<file path="config.mk">
export PLATFORM = sky130hd
export DESIGN_NAME = tpg_pixel_engine
export DESIGN_NICKNAME = d
export VERILOG_FILES = /design/src/rtl/test_pattern_pkg.sv /design/src/rtl/tpg_pixel_engine.sv
export SDC_FILE = /design/constraint.sdc
export NUM_CORES = 1
export LEC_CHECK = 0
export ABC_AREA = 1
export CORE_MARGIN = 2
export CORE_UTILIZATION = 41
export CTS_CLUSTER_SIZE = 10
export DETAILED_ROUTE_END_ITERATION = 8
export GPL_ROUTABILITY_DRIVEN = 0
export HOLD_SLACK_MARGIN = 0.12
export PLACE_DENSITY = 0.87
export SYNTH_ARGS = -nofsm -noshare
export SYNTH_HDL_FRONTEND = slang
export SYNTH_SLANG_ARGS = --single-unit
</file>
<file path="constraint.sdc">
create_clock -name clk_cam -period 4.6 [get_ports clk_cam]
set_input_delay 0.46 -clock clk_cam [delete_from_list [all_inputs] [get_ports clk_cam]]
set_output_delay 0.46 -clock clk_cam [all_outputs]
set_load 0.05 [all_outputs]
</file>
<file path="src/rtl/test_pattern_pkg.sv">
// ----------------------------------------------------------------------------
// test_pattern_pkg
// Shared types for the synthetic video source:
//   cmd_t          command codes sent to the memory controller
//   pattern_mode_t runtime pattern selection
//   state_t        sequencer states of test_pattern_generator
//   get_rgb_color  RGB565 palette used to build the colour-bar table
// ----------------------------------------------------------------------------
package test_pattern_pkg;

  typedef enum logic [1:0] {
    CMD_NONE    = 2'd0,
    FRAME_START = 2'd1,
    ROW_READY   = 2'd2,
    FRAME_END   = 2'd3
  } cmd_t;

  typedef enum logic [1:0] {
    PM_BARS    = 2'd0,
    PM_RAMP    = 2'd1,
    PM_CHECKER = 2'd2,
    PM_SOLID   = 2'd3
  } pattern_mode_t;

  typedef enum logic [2:0] {
    ST_IDLE        = 3'd0,
    ST_FRAME_START = 3'd1,
    ST_WAIT_CREDIT = 3'd2,
    ST_FILL_ROW    = 3'd3,
    ST_ROW_CMD     = 3'd4,
    ST_FRAME_END   = 3'd5
  } state_t;

  // Bar palette; indices past the table wrap so any bar count gets a colour.
  function automatic logic [15:0] get_rgb_color(input int unsigned idx);
    logic [15:0] c;
    case (idx % 10)
      0:       c = 16'hFFFF;  // white
      1:       c = 16'hFFE0;  // yellow
      2:       c = 16'h07FF;  // cyan
      3:       c = 16'h07E0;  // green
      4:       c = 16'hF81F;  // magenta
      5:       c = 16'hF800;  // red
      6:       c = 16'h001F;  // blue
      7:       c = 16'h0000;  // black
      8:       c = 16'hFD20;  // orange
      default: c = 16'h8410;  // mid grey
    endcase
    return c;
  endfunction

endpackage

</file>
<file path="src/rtl/tpg_pixel_engine.sv">
// ----------------------------------------------------------------------------
// tpg_pixel_engine
// Produces one RGB565 pixel for column x_i of row y_i. One instance per pixel
// lane of a buffer word; lane LANE sees x = addr*PIXELS_PER_WORD + LANE.
// Ports:
//   clk_cam, reset_n  camera clock, async active-low reset
//   clear_i           re-arm the bar tracker at the start of a row
//   adv_i             step the bar tracker by one word (PIXELS_PER_WORD px)
//   x_i, y_i          pixel column / row
//   frame_count_i     completed frames, scrolls the checkerboard
//   mode_i, solid_i   latched pattern mode and solid colour
//   pixel_o           combinational pixel
// Bar tracker assumes LANE < BAR_WIDTH and PIXELS_PER_WORD <= BAR_WIDTH.
// ----------------------------------------------------------------------------
module tpg_pixel_engine
  import test_pattern_pkg::*;
#(
  parameter int FRAME_WIDTH     = 640,
  parameter int NUM_COLOR_BARS  = 10,
  parameter int PIXELS_PER_WORD = 2,
  parameter int GRAD_SHIFT      = 3,
  parameter int CHECKER_LOG2    = 5,
  parameter int FRAME_CNT_W     = 16,
  parameter int XW              = 11,
  parameter int YW              = 10,
  parameter int LANE            = 0
) (
  input  logic                   clk_cam,
  input  logic                   reset_n,
  input  logic                   clear_i,
  input  logic                   adv_i,
  input  logic [XW-1:0]          x_i,
  input  logic [YW-1:0]          y_i,
  input  logic [FRAME_CNT_W-1:0] frame_count_i,
  input  pattern_mode_t          mode_i,
  input  logic [15:0]            solid_i,
  output logic [15:0]            pixel_o
);

  localparam int BAR_WIDTH = FRAME_WIDTH / NUM_COLOR_BARS;
  localparam int BIW       = $clog2(NUM_COLOR_BARS + 1);
  localparam int PW        = $clog2(BAR_WIDTH + PIXELS_PER_WORD) + 1;

  logic [BIW-1:0] bar_idx_q, bar_idx_d;
  logic [PW-1:0]  bar_pos_q, bar_pos_d;
  logic [PW-1:0]  pos_next;
  logic [15:0]    bar_tab [NUM_COLOR_BARS];
  logic [15:0]    bar_px;
  logic [15:0]    ramp_px;
  logic [15:0]    chk_px;
  logic [5:0]     g6;
  logic [15:0]    yf;
  logic           chk_s;

  for (genvar i = 0; i < NUM_COLOR_BARS; i++) begin : g_bar
    assign bar_tab[i] = get_rgb_color(i);
  end

  // Bar index saturates at NUM_COLOR_BARS, which selects black for the
  // leftover columns when FRAME_WIDTH is not a multiple of the bar count.
  always_comb begin
    bar_idx_d = bar_idx_q;
    bar_pos_d = bar_pos_q;
    pos_next  = bar_pos_q + PW'(PIXELS_PER_WORD);
    if (clear_i) begin
      bar_idx_d = '0;
      bar_pos_d = PW'(LANE);
    end else if (adv_i) begin
      if (pos_next >= PW'(BAR_WIDTH)) begin
        bar_pos_d = pos_next - PW'(BAR_WIDTH);
        if (bar_idx_q != BIW'(NUM_COLOR_BARS)) bar_idx_d = bar_idx_q + BIW'(1);
      end else begin
        bar_pos_d = pos_next;
      end
    end
  end

  always_ff @(posedge clk_cam or negedge reset_n) begin
    if (!reset_n) begin
      bar_idx_q <= '0;
      bar_pos_q <= '0;
    end else begin
      bar_idx_q <= bar_idx_d;
      bar_pos_q <= bar_pos_d;
    end
  end

  always_comb begin
    bar_px = 16'h0000;
    for (int i = 0; i < NUM_COLOR_BARS; i++) begin
      if (bar_idx_q == BIW'(i)) bar_px = bar_tab[i];
    end
  end

  assign g6      = 6'(x_i >> GRAD_SHIFT);
  assign ramp_px = {g6[5:1], g6, g6[5:1]};

  // Row offset by frame count, modulo 2**16, scrolls the board one row/frame.
  assign yf      = 16'(32'(y_i) + 32'(frame_count_i));
  assign chk_s   = 1'(x_i >> CHECKER_LOG2) ^ 1'(yf >> CHECKER_LOG2);
  assign chk_px  = chk_s ? 16'hFFFF : 16'h0000;

  always_comb begin
    case (mode_i)
      PM_BARS:    pixel_o = bar_px;
      PM_RAMP:    pixel_o = ramp_px;
      PM_CHECKER: pixel_o = chk_px;
      default:    pixel_o = solid_i;
    endcase
  end

endmodule

</file>
; ---- Yosys cells after proc, flatten, opt, wreduce, memory -nomap -nowiden
; Index checks and enable logic that the tools add are counted.
[totals]
word_cells = 45
in_bits = 59
ff_bits = 12
output_inout_bits = 16
[op_classes]
reduce_logical = 6
addsub = 4
mux = 19
order_cmp = 1
bitwise_logic = 1
eq_ne = 12
[op_table]
columns = cell, count
row1 = 16-bit 2-to-1 mux, 11
row2 = 16-bit case mux with 3 select lines, 1
row3 = 8-bit 2-to-1 mux, 3
row4 = 4-bit by 3-bit equality test with 1-bit output (second input constant), 4
row5 = 4-bit 2-to-1 mux, 4
row6 = 8-bit by 2-bit adder with 8-bit output (second input constant), 1
row7 = 4-bit by 2-bit equality test with 1-bit output (second input constant), 2
row8 = 4-bit equality test (second input constant), 2
row9 = 8-bit by 7-bit >= comparator with 1-bit output (second input constant), 1
row10 = 8-bit by 7-bit subtractor with 8-bit output (second input constant), 1
row11 = 6-bit adder, 1
row12 = 2-bit nonzero test, 3
row13 = 4-bit by 1-bit adder with 4-bit output (second input constant), 1
row14 = 4-bit by 1-bit equality test with 1-bit output (second input constant), 1
row15 = 4-bit zero test, 1
row16 = 4-bit != test (second input constant), 1
row17 = 3-bit AND reduction, 1
row18 = 2-bit by 1-bit equality test with 1-bit output (second input constant), 1
row19 = 2-bit equality test (second input constant), 1
row20 = 2-bit zero test, 1
row21 = 1-bit bitwise XOR, 1

; ---- Logic depth before layout (Yosys ltp)
[logic_depth]
depth_word = 12
depth_mapped = 14
mapped_depth_nobuf = 14

; ---- Worst setup path before layout
; No wires, ideal clock.
[synth_path]
kind = in2out
from = input port y_i[4]
to = output port pixel_o[11]
cell_stages = 8
path_slack_ns = 2.247
path_buffers = 1
required_time_ns = 4.140
arrival_ns = 1.893
path_cell_list = ha_1 -> a21oi_1 -> nand3_1 -> nand2_1 -> nand2_1 -> nand2_1 -> buf_4 -> nand4_1
[synth_between]
elab_chain_cells = 4
[synth_lines]
columns = element, line
row1 = from (decl), tpg_pixel_engine.sv:33  ; input logic [YW-1:0] y_i,
row2 = 6-bit adder, tpg_pixel_engine.sv:99  ; assign yf = 16'(32'(y_i) + 32'(frame_count_i));
row3 = 1-bit bitwise XOR, tpg_pixel_engine.sv:100  ; assign chk_s = 1'(x_i >> CHECKER_LOG2) ^ 1'(yf >> CHECKER_LOG2);
row4 = 16-bit 2-to-1 mux, tpg_pixel_engine.sv:101  ; assign chk_px = chk_s ? 16'hFFFF : 16'h0000;
row5 = 16-bit case mux with 3 select lines, tpg_pixel_engine.sv:104  ; case (mode_i)
row6 = to (decl), tpg_pixel_engine.sv:37  ; output logic [15:0] pixel_o
; Every way passes these cells.

; ---- Final worst setup path
[layout_path]
from = input port y_i[4]
to = output port pixel_o[0]
; Same word-level chain as after synthesis.

==> out/results.md <==
- 0 — overflow left after global routing
- 0 ns — sum of negative setup slack
- 59.4 um — die extent in x
- 0 — hold violation count in the final report
- primary output — Worst Setup End Kind
- 358 nW/um^2 — ratio of total power to cell area
- 20 — row count
- nand2_1 (69), clkdlybuf4s50_1 (55), inv_1 (29) — commonest non-fill, non-tap cells in the layout
- 55 — input/output buffers
- 0 — remaining number of nets flagged by the antenna check after routing
- 0.27 ns — Skew-Pair Late Insertion Delay
- yes — TritonCTS clock tree
- 0 — Antenna Cells
- 0 — max-cap viol count
- bar_idx_q[2] — FF-to-FF End
- 3.93% — met3 Use GR
- 3.43 ns — time the worst path needs with I/O delays and setup
- 5.79% — fraction of final layout cells with drive strength greater than 1
- 20.0% — total global-route track usage
- 0 — Max Transition Viols Final
- 2.47 ns — reg-to-reg slack, setup
- 26.9% — met1 track demand over resource
- 21.9% — sequential-to-total area share from yosys stat
- 0 — Final setup viols
- 292 — number of non-filler instances in the completed layout
- 0.000665 W — sum of internal, switching and leakage power
- 4.14 ns — Worst EP required
- met2 — grt peak-use layer
- 0 — Yosys warning count
- 4 — Detailed Routing Iterations Pass 1
- 0 — total setup buffers inserted after CTS
- 0 — quantity of gates resized following cts
- 0.521 ns — Worst Max-Slew Pin Slew
- complete, no violations — run status
- 59.4 um — DIE HEIGHT
- 11 — count of clock tree sinks
- 203 — Synth Instances
- 0 — final routed DRC violation total
- 3 — TritonCTS buffer count
- 2 — Clock Path Buffers
- 288 — placed cell count
- 3530 sq um — area of the die
- 2.76 mm — dpl hpwl
- input port — CP Launch Type
- 0.292 GHz — highest clock frequency the design can meet
- 1260 sq um — netlist area before placement
- 33.1% — GRT met2 Usage
- 270 — final-layout fill cell count
- 12 — r2r worst-path depth
- clkbuf_4 — root buf cell
- 47.9% — post-synthesis to final-layout area growth
- 0 — number of antenna violations at the first check in global routing
- 42.2% — starting utilization of the core area
- 17 — largest net degree at the start of global routing
- 2980 sq um — core footprint
- bar_pos_q[1] — worst reg2reg path startpoint
- 1 — H-tree level count
- 0.000240 V — highest ir drop seen on vdd
- in2async — path class of the lowest-slack min-delay path
- 75 — count of boundary I/O pins
- nand2_1 — most frequent standard cell in the layout excluding fill and tap cells
- 5.07 — Vias/cell
- 0.00367 ns — Setup Skew
- 11 — Yosys reg bits
- 1481 — overall via count from detail_route
- 0 — Hold Buf Count CTS
- 5.47 mm — first-pass GRT wire length
- 0.07 ns — register clock-pin slew on the reported worst setup and hold paths
- 2.97 ns — arrival time of the worst setup path
- 0.936 nW — cell leakage power
- in2out — Setup CP Type
- 3.37 mm — sum of routed wire length over all layers
- 59 — DRC violation total after the first TritonRoute iteration
- 6.19 sq um — Syn Area/Cell
- 1293 — number of global-route vias before repair
- false — setup repair after global routing missed its margin
- 16 — maximum fanout along the worst path
- 11.5 um — DR WL/cell
- 65.1% — Slew HR
- 74.6% — period utilisation layout
- 330 — fin nets
- 25 — number of different library cells in the post-synthesis netlist
- 62.4% — core occupancy in the finished layout
- 273 — total nets after synthesis
-- critical path: stages --
cell,delay [ns]
clkdlybuf4s50_1,0.40
ha_1,0.30
a21oi_1,0.19
nand2_1,0.07
nand3b_1,0.15
nand2_1,0.06
nand2_1,0.30
nand4_1,0.21
clkdlybuf4s50_1,0.82
-- registers in the layout, summed over array words and instances (netlist names) --
register and flops:
bar_idx_q 4, bar_pos_q 7
-- cells in the mapped netlist (all sizes together) --
master  instances  area share, %
or2             1           0.50
o22ai           2           0.99
xnor2           2            1.4
xor2            1           0.70
nand3          18            8.0
o31ai           1           0.60
buf             2           0.99
nor2           16            5.4
inv            30            9.0
nand3b          1           0.60
o21ai           8            3.2
ha             11             11
clkbuf          1           0.30
nand4          23             12
a22o            1           0.80
a21oi           2           0.80
dfrtp          11             22
nand2          72             22
-- cell families (layout without fill, tap and decap cells) --
family | after synthesis | in the layout | share of synthesized area [%]
DFF | 11 | 11 | 21.9
buffers and inverters | 33 | 89 | 10.2
and+or+nand+nor | 131 | 131 | 48.5
xor gates and xnor gates | 3 | 3 | 2.09
AOI/OAI and AO/OA | 14 | 14 | 6.37
adders and majority gates | 11 | 11 | 10.9
-- power by group --
| part | internal, W | switching (W) | total (W) |
|---|---|---|---|
| Sequential | 0.000114 | 0.0000208 | 0.000135 |
| Clock | 0.0000336 | 0.0000325 | 0.0000661 |
| Combinational | 0.000173 | 0.000291 | 0.000464 |
| Total | 0.000321 | 0.000344 | 0.000665 |
-- per-layer routing --
layer | part of all wire (%) | up-vias | wire length [um]
li1 | - | 785 | -
met1 | 46 | 653 | 1540
met2 | 49 | 41 | 1640
met3 | 5.1 | 2 | 173
met4 | 0.27 | 0 | 9
met5 | 0 | - | 0
-- worst max-delay path by stage --
stage                       from           to  slack, ns  cells past startpoint
final                     y_i[4]   pixel_o[0]       1.17                      9
after global routing      y_i[4]   pixel_o[4]       1.03                     11
after floorplan           y_i[4]  pixel_o[11]       2.25                      8
after detailed placement  y_i[4]   pixel_o[0]       1.20                      9
after CTS                 y_i[4]   pixel_o[0]       1.20                      9
after global placement    y_i[4]   pixel_o[0]       1.21                      9
-- final cells by class --
cell class / count / area (sq um) / area share [%]
tap: 33 / 41.3 / 2.22
clock buffer: 4 / 26.3 / 1.41
inverter: 30 / 113 / 6.06
multi-input combinational: 159 / 853 / 45.9
sequential: 11 / 275 / 14.8
timing repair buffer: 55 / 551 / 29.6
-- stage by stage --
stage | setup slack [ns] | hold WS (ns) | area, sq um
final | 1.17 | 0.517 | 1860
after global routing | 1.03 | 0.551 | 1860
after CTS | 1.20 | 0.522 | 1860
after detailed placement | 1.20 | 0.505 | 1830
after global placement | 1.21 | 0.499 | 1830
after floorplan | 2.25 | 0.164 | 1260
Power figures use the tool's default switching activity.
